File: src/rtl/boot_pkg.sv
// boot_pkg: shared types and constants for the serial boot loader.
//   boot_state_e : loader FSM states
//   CHK_W        : checksum width (bits)
//   WORD_W       : memory word width (bits)
//   state_busy() : true while a frame is being received
package boot_pkg;

   localparam int CHK_W  = 8;
   localparam int WORD_W = 16;

   typedef enum logic [2:0] {
      IDLE    = 3'd0,
      CNT_LO  = 3'd1,
      DATA_HI = 3'd2,
      DATA_LO = 3'd3,
      CHECK   = 3'd4,
      DONE    = 3'd5,
      ERROR   = 3'd6
   } boot_state_e;

   function automatic logic state_busy(input boot_state_e s);
      return !((s == IDLE) || (s == DONE) || (s == ERROR));
   endfunction

endpackage

File: src/rtl/boot_idle_timer.sv
// boot_idle_timer: counts idle cycles inside a frame.
//   clk, reset : system clock, synchronous active-high reset
//   clear_i    : restart the count (a byte arrived)
//   en_i       : count only while a frame is in progress
//   expired_o  : one-cycle pulse on the cycle the count reaches TIMEOUT
module boot_idle_timer #(
   parameter logic [23:0] TIMEOUT = 24'd1000000
) (
   input  logic clk,
   input  logic reset,
   input  logic clear_i,
   input  logic en_i,
   output logic expired_o
);

   logic [23:0] cnt_q, cnt_d;
   logic        hit;

   // A byte arriving in the same cycle wins over expiry.
   assign hit       = en_i && !clear_i && (cnt_q == TIMEOUT - 24'd1);
   assign expired_o = hit;

   always_comb begin
      cnt_d = cnt_q;
      if (clear_i || hit || !en_i) begin
         cnt_d = '0;
      end else begin
         cnt_d = cnt_q + 24'd1;
      end
   end

   always_ff @(posedge clk) begin
      if (reset) begin
         cnt_q <= '0;
      end else begin
         cnt_q <= cnt_d;
      end
   end

endmodule

File: src/rtl/boot_loader.sv
// boot_loader: receives a program image over a byte stream, writes it into
// memory port B and releases the CPU once the checksum verifies.
// Frame (big-endian): CNT_HI, CNT_LO, N x (HI, LO), CHK; all bytes sum to 0 mod 256.
//   clk, reset   : system clock, synchronous active-high reset
//   rx_valid     : one-cycle strobe qualifying rx_byte
//   rx_byte      : received byte
//   b_address    : memory port B word address
//   b_writeData  : memory port B write data
//   b_we         : memory port B write enable, one-cycle pulse per word
//   cpu_reset    : holds the CPU in reset until a good image is loaded
//   busy         : frame in progress
//   done         : image loaded and checksum good (sticky until reset)
//   error        : checksum or length failure (sticky until reset)
// Handshake: rx_valid has no back-pressure; every strobe is consumed in the
// cycle it is presented, including back-to-back strobes.
module boot_loader
   import boot_pkg::*;
#(
   parameter logic [15:0] BASE_ADDR = 16'h0000,
   parameter logic [15:0] MAX_WORDS = 16'd1024,
   parameter logic [23:0] TIMEOUT   = 24'd1000000
) (
   input  logic        clk,
   input  logic        reset,
   input  logic        rx_valid,
   input  logic [7:0]  rx_byte,
   output logic [15:0] b_address,
   output logic [15:0] b_writeData,
   output logic        b_we,
   output logic        cpu_reset,
   output logic        busy,
   output logic        done,
   output logic        error
);

   boot_state_e         state_q, state_d;
   logic [CHK_W-1:0]    sum_q, sum_d;
   logic [15:0]         idx_q, idx_d;
   logic [15:0]         n_q, n_d;
   logic [7:0]          hi_q, hi_d;
   logic [15:0]         addr_q, addr_d;
   logic [WORD_W-1:0]   wdata_q, wdata_d;
   logic                we_q, we_d;
   logic                cpu_reset_q, cpu_reset_d;
   logic                busy_q, busy_d;
   logic                done_q, done_d;
   logic                error_q, error_d;
   logic                expired;

   boot_idle_timer #(
      .TIMEOUT (TIMEOUT)
   ) u_idle_timer (
      .clk       (clk),
      .reset     (reset),
      .clear_i   (rx_valid),
      .en_i      (busy_q),
      .expired_o (expired)
   );

   always_comb begin
      state_d = state_q;
      sum_d   = sum_q;
      idx_d   = idx_q;
      n_d     = n_q;
      hi_d    = hi_q;
      addr_d  = addr_q;
      wdata_d = wdata_q;
      we_d    = 1'b0;

      if (expired) begin
         // Abandon the partial frame; words already written stay in memory.
         state_d = IDLE;
         sum_d   = '0;
         idx_d   = '0;
      end else if (rx_valid) begin
         case (state_q)
            IDLE: begin
               n_d     = {rx_byte, 8'h00};
               sum_d   = rx_byte;
               state_d = CNT_LO;
            end
            CNT_LO: begin
               n_d   = {n_q[15:8], rx_byte};
               sum_d = sum_q + rx_byte;
               idx_d = '0;
               if (n_d > MAX_WORDS) begin
                  state_d = ERROR;
               end else if (n_d == 16'd0) begin
                  state_d = CHECK;
               end else begin
                  state_d = DATA_HI;
               end
            end
            DATA_HI: begin
               hi_d    = rx_byte;
               sum_d   = sum_q + rx_byte;
               state_d = DATA_LO;
            end
            DATA_LO: begin
               we_d    = 1'b1;
               addr_d  = BASE_ADDR + idx_q;
               wdata_d = {hi_q, rx_byte};
               idx_d   = idx_q + 16'd1;
               sum_d   = sum_q + rx_byte;
               state_d = (idx_d == n_q) ? CHECK : DATA_HI;
            end
            CHECK: begin
               sum_d   = sum_q + rx_byte;
               state_d = (sum_d == '0) ? DONE : ERROR;
            end
            default: begin
               // DONE and ERROR hold until reset.
               state_d = state_q;
            end
         endcase
      end

      // Status outputs are registered views of the next state.
      busy_d      = state_busy(state_d);
      done_d      = (state_d == DONE);
      error_d     = (state_d == ERROR);
      cpu_reset_d = (state_d != DONE);
   end

   always_ff @(posedge clk) begin
      if (reset) begin
         state_q     <= IDLE;
         sum_q       <= '0;
         idx_q       <= '0;
         n_q         <= '0;
         hi_q        <= '0;
         addr_q      <= '0;
         wdata_q     <= '0;
         we_q        <= 1'b0;
         cpu_reset_q <= 1'b1;
         busy_q      <= 1'b0;
         done_q      <= 1'b0;
         error_q     <= 1'b0;
      end else begin
         state_q     <= state_d;
         sum_q       <= sum_d;
         idx_q       <= idx_d;
         n_q         <= n_d;
         hi_q        <= hi_d;
         addr_q      <= addr_d;
         wdata_q     <= wdata_d;
         we_q        <= we_d;
         cpu_reset_q <= cpu_reset_d;
         busy_q      <= busy_d;
         done_q      <= done_d;
         error_q     <= error_d;
      end
   end

   assign b_address   = addr_q;
   assign b_writeData = wdata_q;
   assign b_we        = we_q;
   assign cpu_reset   = cpu_reset_q;
   assign busy        = busy_q;
   assign done        = done_q;
   assign error       = error_q;

endmodule
File: config.mk
export PLATFORM = sky130hd
export DESIGN_NAME = boot_loader
export DESIGN_NICKNAME = d
export VERILOG_FILES = /design/src/rtl/boot_pkg.sv /design/src/rtl/boot_idle_timer.sv /design/src/rtl/boot_loader.sv
export SDC_FILE = /design/constraint.sdc
export NUM_CORES = 1
export LEC_CHECK = 0
export CORE_ASPECT_RATIO = 1.25
export CORE_MARGIN = 3
export CORE_UTILIZATION = 58
export CTS_CLUSTER_SIZE = 25
export DETAILED_ROUTE_END_ITERATION = 6
export PLACE_DENSITY = 0.79
export SLEW_MARGIN = 20
export SYNTH_ARGS = -nofsm -noshare
export SYNTH_HDL_FRONTEND = slang
export SYNTH_SLANG_ARGS = --single-unit
File: constraint.sdc
create_clock -name clk -period 4.2 [get_ports clk]
set_input_delay 0.84 -clock clk [delete_from_list [all_inputs] [get_ports clk]]
set_output_delay 0.84 -clock clk [all_outputs]
set_load 0.005 [all_outputs]
# [After elaboration in Yosys (flattened, before gate mapping)]
# Cells that the tools add are included.
[op_classes] add_sub_neg=3 n_reduce_logical=26 eq_ne=9 bitwise_logic=3 magnitude_cmp=1 n_mux=11
[op_table] op="one-hot mux 16 bit (2 select lines)" n=2
[op_table] op="adder 24 x 1 -> 24 bit (second input constant)" n=1
[op_table] op="equality test 24 x 20 -> 1 bit (second input constant)" n=1
[op_table] op="adder 16 x 1 -> 16 bit (second input constant)" n=1
[op_table] op="equality test 16 bit" n=1
[op_table] op="greater-than comparator 16 x 11 -> 1 bit (second input constant)" n=1
[op_table] op="zero test 16 bit" n=1
[op_table] op="one-hot mux 8 bit (2 select lines)" n=1
[op_table] op="two-way mux 3 bit" n=5
[op_table] op="one-hot mux 3 bit (5 select lines)" n=1
[op_table] op="equality test 3 bit (second input constant)" n=3
[op_table] op="AND reduction 3 bit" n=3
[op_table] op="adder 8 bit" n=1
[op_table] op="zero test 8 bit" n=1
[op_table] op="equality test 3 x 2 -> 1 bit (second input constant)" n=2
[op_table] op="zero test 3 bit" n=2
[op_table] op="nonzero test 2 bit" n=3
[op_table] op="logical OR 1 bit" n=4
[op_table] op="AND reduction 2 bit" n=2
[op_table] op="AND reduction 4 bit" n=1
[op_table] op="OR reduction 2 bit" n=2
[op_table] op="OR reduction 4 bit" n=1
[op_table] op="equality test 3 x 1 -> 1 bit (second input constant)" n=1
[op_table] op="zero test 1 bit" n=3
[op_table] op="6 further kinds" n=9
[totals] inputBits=11 elab_cells=67 reg_bits=112 out_inout_bits=37

# [Depth between registers and ports, before layout]
[depth] depth_word=10 ltp_mapped=12 ltp_nobuf=11

# [By module]
# A second synthesis with hierarchy kept.
[unflattened] hier_cells=713 hier_area_um2=5586.6
[by_module_without_submodules] module="boot_loader" instances=1 area_each_um2=4454.3 cells_each=582
[by_module_without_submodules] module="boot_idle_timer" instances=1 area_each_um2=1132.3 cells_each=131

# [Worst setup path after synthesis]
# OpenSTA, ideal clock, no wires.
[synth_timing] path_kind="in2reg" from="input port rx_byte[0]" to="register cpu_reset_q (netlist: cpu_reset)" arrival_ps=3560 setup_slack_ps=513 cell_stages=10 n_path_buf=0 cell_sequence="ha_1 > fa_1 > xor2_1 > or3_1 > or3_1 > or4_1 > a31oi_1 > o22a_1 > inv_1 > or3_1"
[synth_via] elab_chain_cells=7 elab_cells_between_ends=11 cone_classes="add/sub: 1; order compare: 1; eq/ne: 1; mux: 6; reduce/logical: 2"
[synth_rtl] item="start, declared" line="boot_loader.sv:26" text="input logic [7:0] rx_byte,"
[synth_rtl] item="adder 8 bit / zero test 16 bit (equally long branches)" line="boot_loader.sv:108, boot_loader.sv:88"
[synth_rtl] item="zero test 8 bit / two-way mux 3 bit (equally long branches)" line="boot_loader.sv:109, boot_loader.sv:88"
[synth_rtl] item="two-way mux 2 bit / two-way mux 3 bit (equally long branches)" line="boot_loader.sv:109, boot_loader.sv:86"
[synth_rtl] item="one-hot mux 3 bit (5 select lines) (*)" line="boot_loader.sv:76" text="case (state_q)"
[synth_rtl] item="two-way mux 3 bit (*)" line="boot_loader.sv:75" text="end else if (rx_valid) begin"
[synth_rtl] item="two-way mux 3 bit (*)" line="boot_loader.sv:70" text="if (expired) begin"
[synth_rtl] item="inequality test 3 bit (*)" line="boot_loader.sv:122" text="cpu_reset_d = (state_d != DONE);"
[synth_rtl] item="end signal, assigned" line="boot_loader.sv:148" text="cpu_reset_q <= cpu_reset_d;"
[synth_rtl] item="end, declared" line="boot_loader.sv:44" text="logic cpu_reset_q, cpu_reset_d;"
# Mark *: on every way between the ends. The rest lies on a longest branch, timed or not.
# A chain may end at the register's enable or synchronous reset.

# [Worst setup path in the final report]
# Ends and elaborated chain as after synthesis.

==> results.sh <==
export IMPL_outcome="finished clean"
export IMPL_std_cell_rows=38
export IMPL_maxCapViolCount=0
export IMPL_overflow=0
export IMPL_yosysWarnings=0
export IMPL_synthCells=671
export IMPL_drtIter0Drc=382
export IMPL_fin_crit_ns=3.86
export IMPL_final_area_sq_mm=0.00608
export IMPL_dieArea_sq_mm=0.0104
export IMPL_post_cts_resized=0
export IMPL_dr_pass1_iters=5
export IMPL_synth_common_cells="nand2_1, dfxtp_1, nor2_1"
export IMPL_numPortBuffers=47
export IMPL_die_h_um=113
export IMPL_hold_viol=0
export IMPL_syn_to_final_growth_pct=14.2
export IMPL_drtAntennaViolNets=0
export IMPL_die_w_um=91.7
export IMPL_setup_violations_final=0
export IMPL_synth_ff_type="dfxtp_1"
export IMPL_clkTransAtPathRegs_ns=0.10
export IMPL_tritoncts="done"
export IMPL_synth_most_common_cell="nand2_1"
export IMPL_grt_pass1_wl_mm=21.5
export IMPL_synth_ff_latch_count=112
export IMPL_via_per_inst=5.83
export IMPL_num_vias=4807
export IMPL_cts_max_level=3
export IMPL_synth_edff_count=0
export IMPL_grt_util_all_layers_pct=25.0
export IMPL_num_io_pins=48
export IMPL_endpoint_kind="flop"
export IMPL_ir_drop_v=0.000231
export IMPL_place_gp_congestion=0.929
export IMPL_coreArea_sq_mm=0.00880
export IMPL_p_leak_uw=0.00211
export IMPL_finalClockSkew_ns=0.0114
export IMPL_arrival_ns=4.13
export IMPL_finalWirelength_mm=12.6
export IMPL_root_buffer="clkbuf_8"
export IMPL_worst_slew_pin_slew_ns=1.06
export IMPL_cts_hold_buf=0
export IMPL_yosys_area_top_type_share_pct=42.1
export IMPL_cp_max_fo=5
export IMPL_critPathKind="in -> reg"
export IMPL_synth_area_leaders="dfxtp_1, nand2_1, a21oi_1"
export IMPL_antenna_found_initial=0
export IMPL_critPathLaunchType="input pin"
export IMPL_fillerInstances=766
export IMPL_synth_area_per_cell_sq_um=7.94
export IMPL_required_ns=4.47
export IMPL_ys_seq_area_share_pct=42.1
export IMPL_ys_async_sr_fraction_pct=0
export IMPL_mappedNetlistArea_sq_mm=0.00533
export IMPL_cts_buffers=9
export IMPL_routedWlPerCell_um=15.3
export IMPL_hp_class="reg -> reg"
export IMPL_drv_slew=0
export IMPL_synth_fp_nets=692
export IMPL_fmax_ghz=0.259
export IMPL_power_density_mw_per_mm2=342
export IMPL_drc=0
export IMPL_rsz0062_at_grt="false"
export IMPL_final_nets=721
export IMPL_cts_sinks=112
export IMPL_fin_crit_sh_pct=91.9
export IMPL_max_slew_margin_pct=28.6
export IMPL_grt_max_degree=60
export IMPL_postPlaceCellArea_sq_mm=0.00588
export IMPL_yosysTopAreaCell="dfxtp_1"
export IMPL_grt_pass1_vias=4581
export IMPL_diodes=0
export IMPL_post_cts_buffers=0
export IMPL_hold_slack_ns=0.456
export IMPL_clk_latency_ns=0.38
export IMPL_synth_cell_types=56
export IMPL_initial_core_util_pct=60.6
export IMPL_cts_buffer_depth=2
export IMPL_layout_drive_gt1_share_pct=5.82
export IMPL_dpl_hpwl_mm=8.79
## metrics by stage
stage	utilization [%]	TNS, ns	total power, uW	setup WS, ns	instances
final	69.1	0	2080	0.338	825
after global routing	69.1	0	2180	0.157	825
after CTS	69.1	0	2090	0.354	825
after detailed placement	66.8	-0.0647	1440	-0.0468	809
after global placement	66.8	0	1430	0.0167	809
after floorplan	-	0	1350	0.513	671
## cell type report
type	count	area, sq um	share of cell area (%)
Tap cell	120	150	2.47
Clock buffer	11	141	2.32
Timing Repair Buffer	61	571	9.38
Clock inverter	5	61.3	1.01
Multi-Input combinational cell	507	2880	47.4
Inverter	9	33.8	0.555
Sequential cell	112	2240	36.9
## layout by cell type (no fill, tap or decap), drive strengths merged, types with 3 or more instances in the layout
cell           count
and4               3
nor2              76
nand4             13
nand2b             6
and3              11
nor3              23
or2                3
a211oi             8
a21oi             75
nor3b              4
clkdlybuf4s50     46
nand2            117
nor4b              3
clkinv             3
xor2              22
a21o              11
or3                8
clkbuf            11
a31oi              4
xnor2             25
or4                5
nor4               6
and2               3
o211ai             3
dfxtp            112
ha                 9
inv               10
mux2i              7
a22oi              8
nand3             13
buf               15
o21ai             20
## power by group
group | switching, uW | internal (uW)
Sequential | 35.5 | 1090
Combinational | 168 | 128
Clock | 359 | 297
Total | 563 | 1520
## sequential cells by signal (all words and copies together), names as in the netlist
register and count:
sum_q 8, error 1, b_writeData 16, n_q 16, hi_q 8, busy 1
done 1, idx_q 16, state_q 3, u_idle_timer.cnt_q 24, b_address 16, b_we 1
cpu_reset 1
## metal layers
layer	vias up	routed length (um)	share of wire [%]	track usage, %
met5	-	0	0	0
met4	0	242	1.9	9.12
met3	23	613	4.9	3.99
met2	156	6320	50	44.5
met1	2252	5420	43	30.2
li1	2376	-	-	-
## worst max-delay path, cell delays in order
cell	delay (ns)
clkdlybuf4s50_1	0.43
ha_1	0.24
fa_1	0.41
a211oi_1	0.30
nor2_1	0.11
xor2_1	0.16
or3_1	0.31
or4_1	0.55
nor2_1	0.11
o221ai_1	0.25
or3_1	0.43
## worst paths after layout
kind	startpoint	end	slack [ns]	cells past startpoint
setup / recovery	rx_byte[0]	cpu_reset	0.34	11
hold / removal	b_address[7]	b_address[7]	0.46	2
hold reg to reg	b_address[7]	b_address[7]	0.46	2
setup reg to reg	idx_q[0]	cpu_reset	0.81	9
## cell families after synthesis
kind of cell | share of synthesized area (%)
mux | 1.32
xor+xnor | 7.73
compound gates | 15.8
flops | 42.1
buf+inv | 3.85
fa+ha+maj | 2.49
simple gates | 26.7
No activity file was read; power rests on OpenSTA's default activity.
